<file path="config.mk">
export PLATFORM = sky130hd
export DESIGN_NAME = seq_pattern_detector
export DESIGN_NICKNAME = d
export VERILOG_FILES = /design/src/rtl/seqdet_pkg.sv /design/src/rtl/seqdet_hist_shreg.sv /design/src/rtl/seq_pattern_detector.sv
export SDC_FILE = /design/constraint.sdc
export NUM_CORES = 1
export LEC_CHECK = 0
export BUFFER_PORTS_ARGS = -buffer_cell sky130_fd_sc_hd__buf_4
export CORE_MARGIN = 2
export CORE_UTILIZATION = 25
export CTS_BUF_LIST = sky130_fd_sc_hd__clkbuf_8
export DETAILED_ROUTE_END_ITERATION = 10
export HOLD_SLACK_MARGIN = 0.03
export MAX_ROUTING_LAYER = met4
export PLACE_DENSITY = 0.54
export SLEW_MARGIN = 5
export SYNTH_ARGS = -nofsm -noshare
export SYNTH_HDL_FRONTEND = slang
export SYNTH_SLANG_ARGS = --single-unit
</file>
<file path="constraint.sdc">
create_clock -name clk -period 1.85 [get_ports clk]
set_input_delay 0.37 -clock clk [delete_from_list [all_inputs] [get_ports clk]]
set_output_delay 0.37 -clock clk [all_outputs]
set_load 0.05 [all_outputs]
</file>
<file path="src/rtl/seqdet_pkg.sv">
// Shared constants, types and helpers for the serial pattern detector.
package seqdet_pkg;

  localparam int SEQDET_PAT_W_MAX = 32;

  typedef enum logic [1:0] {
    PRIO_CLR,
    PRIO_LOAD,
    PRIO_BIT
  } seqdet_prio_e;

  function automatic int seqdet_fill_w(input int pat_w);
    return $clog2(pat_w + 1);
  endfunction

endpackage

</file>
<file path="src/rtl/seqdet_hist_shreg.sv">
// History shift register with a fill counter that saturates at the pattern length W.
// Only W-1 history bits are stored; the newest bit is compared directly from the input.
module seqdet_hist_shreg
  import seqdet_pkg::*;
#(
  parameter int W = 4
) (
  input  logic                         clk,
  input  logic                         rst_n,
  input  logic                         shift,
  input  logic                         clr,
  input  logic                         din,
  output logic [W-2:0]                 hist,
  output logic [seqdet_fill_w(W)-1:0]  fill
);

  localparam int FW = seqdet_fill_w(W);
  localparam int HW = W - 1;

  always_ff @(posedge clk or negedge rst_n) begin
    if (!rst_n) begin
      hist <= '0;
      fill <= '0;
    end else if (clr) begin
      hist <= '0;
      fill <= '0;
    end else if (shift) begin
      hist <= (hist << 1) | HW'(din);
      if (fill != FW'(W)) fill <= fill + FW'(1);
    end
  end

endmodule

</file>
<file path="src/rtl/seq_pattern_detector.sv">
// Serial bit-pattern detector with runtime-loadable pattern and per-bit overlap mode.
// Define SEQDET_COUNT_EN to add the saturating match counter and its o_det_cnt port.
module seq_pattern_detector
  import seqdet_pkg::*;
#(
  parameter int               PAT_W    = 4,
  parameter logic [PAT_W-1:0] PAT_INIT = 4'b1011,
  parameter int               CNT_W    = 8
) (
  input  logic             clk,
  input  logic             rst_n,
  input  logic             i_valid,
  input  logic             i_seq,
  input  logic             i_overlap,
  input  logic             i_pat_load,
  input  logic [PAT_W-1:0] i_pat,
  input  logic             i_clr,
  output logic             o_det
`ifdef SEQDET_COUNT_EN
  ,
  output logic [CNT_W-1:0] o_det_cnt
`endif
);

  localparam int FW = seqdet_fill_w(PAT_W);

  if (PAT_W < 2 || PAT_W > SEQDET_PAT_W_MAX) begin : g_bad_pat_w
    $error("seq_pattern_detector: PAT_W=%0d outside 2..%0d", PAT_W, SEQDET_PAT_W_MAX);
  end
  if (CNT_W < 1) begin : g_bad_cnt_w
    $error("seq_pattern_detector: CNT_W=%0d must be at least 1", CNT_W);
  end

  seqdet_prio_e     prio;
  logic [PAT_W-1:0] pat_q;
  logic [PAT_W-2:0] hist;
  logic [FW-1:0]    fill;
  logic             accept;
  logic             match;
  logic             sh_clr;

  always_comb begin
    prio = PRIO_BIT;
    if (i_clr)           prio = PRIO_CLR;
    else if (i_pat_load) prio = PRIO_LOAD;
  end

  assign accept = i_valid && (prio == PRIO_BIT);
  assign match  = accept && (fill >= FW'(PAT_W - 1)) && ({hist, i_seq} == pat_q);
  // Clearing history on load or a non-overlap hit is harmless: a new match needs PAT_W fresh bits.
  assign sh_clr = (prio != PRIO_BIT) || (match && !i_overlap);

  seqdet_hist_shreg #(.W(PAT_W)) u_hist (
    .clk   (clk),
    .rst_n (rst_n),
    .shift (accept),
    .clr   (sh_clr),
    .din   (i_seq),
    .hist  (hist),
    .fill  (fill)
  );

  always_ff @(posedge clk or negedge rst_n) begin
    if (!rst_n) begin
      pat_q <= PAT_INIT;
      o_det <= 1'b0;
    end else begin
      if (prio == PRIO_LOAD) pat_q <= i_pat;
      o_det <= match;
    end
  end

`ifdef SEQDET_COUNT_EN
  always_ff @(posedge clk or negedge rst_n) begin
    if (!rst_n) begin
      o_det_cnt <= '0;
    end else if (prio == PRIO_CLR) begin
      o_det_cnt <= '0;
    end else if (match && (o_det_cnt != {CNT_W{1'b1}})) begin
      o_det_cnt <= o_det_cnt + CNT_W'(1);
    end
  end
`endif

endmodule
</file>
==> results.cfg <==
[outcome]
status = complete, no violations

[clocking]
clk_pin_slew_worst_paths_ns = 0.05
cts_buffers = 3
clock_latency_ns = 0.23
cts.htree.levels = 1
root_buffer = clkbuf_8
cts_sinks = 11
cts_resized = 0
clockBufferDepth = 2
cts_tree = built

[worst_hold_path]
holdCritStartpoint = i_pat[1]
hold_path_class = in -> reg

[sta]
drv_slew = 0
period_share_pct = 80.4
hold_viol = 0
fin_skew_ns = 0.000569
setup_viol = 0
slew_headroom_pct = 77.4
layout_setup_ws_ns = 0.363
setup_tns_ns = 0
clock.fmax_mhz = 673
rsz0062_at_grt = false
tightest_slew_ns = 0.338
min_period_ns = 1.49

[detailed_routing]
detail_route.first_pass.iterations = 2
wirelength_um = 921
drc_errors = 0
wl_per_cell_um = 9.80
postRouteAntennaNets = 0
vias = 403
drt_iter0_markers = 1
viasPerCell = 4.29

[floorplanning]
die_w_um = 51.5
ios = 12
die_area_mm2 = 0.00265
row_count = 17
initial_core_util_pct = 26.0
fp.dieH_um = 51.5
core-area_mm2 = 0.00217

[logic_synthesis]
synth_cells = 51
synthFlopType = dfrtp_1
synth-edff-count = 0
synth_cell_types = 18
ys_top_cells_by_area = dfrtp_1 (35%), dfstp_2 (14%), mux2_2 (8.0%)
syn_avg_cell_area_um2 = 11.1
yosysSeqAreaShare_pct = 49.4
synthTopCellsByCount = dfrtp_1 (8), nor2_1 (8), inv_1 (5), mux2_2 (4), xor2_1 (4)
synth_area_um2 = 564
synth_top_cell_area_share_pct = 35.5
synth_fp_nets = 65
yosys_register_bits = 11
synth_top_area_cell = dfrtp_1
async_reset_ff_share_pct = 100
yosysWarnings = 0

[placed_design]
io_buffers = 11
place_hpwl_um = 788
dp.cells = 89
globalplace.congestion = 0.702
dpl_worst_slack_ns = 0.372

[layout]
stdcell_count = 94
nNetsFinal = 81
n_fill_cell = 234
num_antenna_cells = 0
syn_to_final_growth_pct = 29.7
seq_area_um2 = 279
utilization_pct = 33.7
multiInputGateArea_um2 = 262
drive_gt1_share_pct = 36.4

[setup_path]
cpMostUsedCell = ha_1
cpMaxStageDelayCell = dfrtp_1
crit_path_cell_trace = ha_1, ha_1, nor2_1, o21ai_0, a41o_2, nor2b_1
crit_start = u_hist.fill[0]
cp_num_buf_inv = 0
cp-start-kind = register
r2r_start = u_hist.fill[0]
cp-end-kind = register
slowest_delay_ns = 0.40
path_max_fanout = 6
critical_path_required_ns = 2.01
path_class = reg -> reg
arrival_ns = 1.65
critPathTopFamily = compound AO/OA/AOI/OAI gates

[grt]
antenna_found_initial = 0
gr-usage-all-layers_pct = 9.18
overflow = 0
grt_pass1_vias = 422
grt_max_degree = 12
grt_pass1_wl_mm = 1.70

[flow_run]
drv_cap = 0

[power]
powerDensity_mw_per_mm2 = 790
vdd_ir_drop_max_mv = 0.666
total_power_mw = 0.579
p_leak_nw = 0.345
==> sequential cells by signal, summed over array words and instances (netlist names) <==
name / flops
o_det: 1
u_hist.hist: 3
pat_q: 4
u_hist.fill: 3
==> per-stage QoR <==
step	instance area (µm²)	hold WS, ns
CTS	732	0.365
finish	732	0.369
global route	732	0.364
floorplan	564	0.0744
global placement	677	0.212
detailed placement	677	0.210
==> area by class of cell <==
type	instances	area share (%)
flip-flops and latches	11	38.1
well taps	28	4.79
clock inverters	1	0.513
multi-input cells	34	35.7
repair buffers	12	12.6
inverters	5	2.56
clock buffers	3	5.64
==> layout by cell type (no fill, tap or decap) <==
master,Yosys,final
xnor2_1,1,1
nor2_1,8,8
mux2i_1,3,3
a21oi_1,1,1
a21boi_1,1,1
mux2_2,4,4
buf_4,0,11
xor2_1,4,4
dlygate4sd3_1,0,1
or2_2,1,1
dfstp_2,3,3
a41o_2,1,1
nor4_2,1,1
o21ai_0,3,3
nor2b_1,2,2
ha_1,3,3
dfrtp_1,8,8
inv_1,5,6
clkbuf_8,0,3
nand3_1,1,1
==> final timing paths <==
kind / end / slack, ns / cells after the start
min in group asynchronous: u_hist.fill[0] / 0.50 / 2
min: pat_q[1] / 0.37 / 2
max reg2reg: u_hist.fill[2] / 0.36 / 6
max in group asynchronous: pat_q[0] / 1.13 / 2
max: u_hist.fill[2] / 0.36 / 6
min reg2reg: pat_q[2] / 0.55 / 1
==> timing repair <==
| action | CTS | global route |
|---|---|---|
| hold endpoints to repair | 8 | 0 |
| setup buffers | 0 | 0 |
| hold buffers | 1 | 0 |
==> where the power goes <==
group	leakage (nW)	internal, mW	switching, mW
clock	0.0269	0.145	0.0857
combinational	0.178	0.0422	0.0305
sequential	0.140	0.264	0.0109
==> layer usage <==
layer  part of all wire [%]  wire length, µm  GRT usage, %  vias up
met3                    5.2               48          5.17        0
li1                       -                -             -      198
met5                      0                0             -        -
met4                      0                0          2.63        0
met2                     50              459          14.7        9
met1                     45              413          9.71      196
==> cell families after synthesis <==
| group | Yosys count | share of synthesized area (%) |
|---|---|---|
| multiplexers | 7 | 13.3 |
| buffers and inverters | 6 | 4.21 |
| flip-flops | 11 | 49.4 |
| AND/OR/NAND/NOR | 13 | 11.8 |
| AO/OA/AOI/OAI | 6 | 6.87 |
| adder cells (fa/ha/maj) | 3 | 6.65 |
| XOR/XNOR | 5 | 7.76 |
Note: power is estimated with default switching activity, not from simulation.
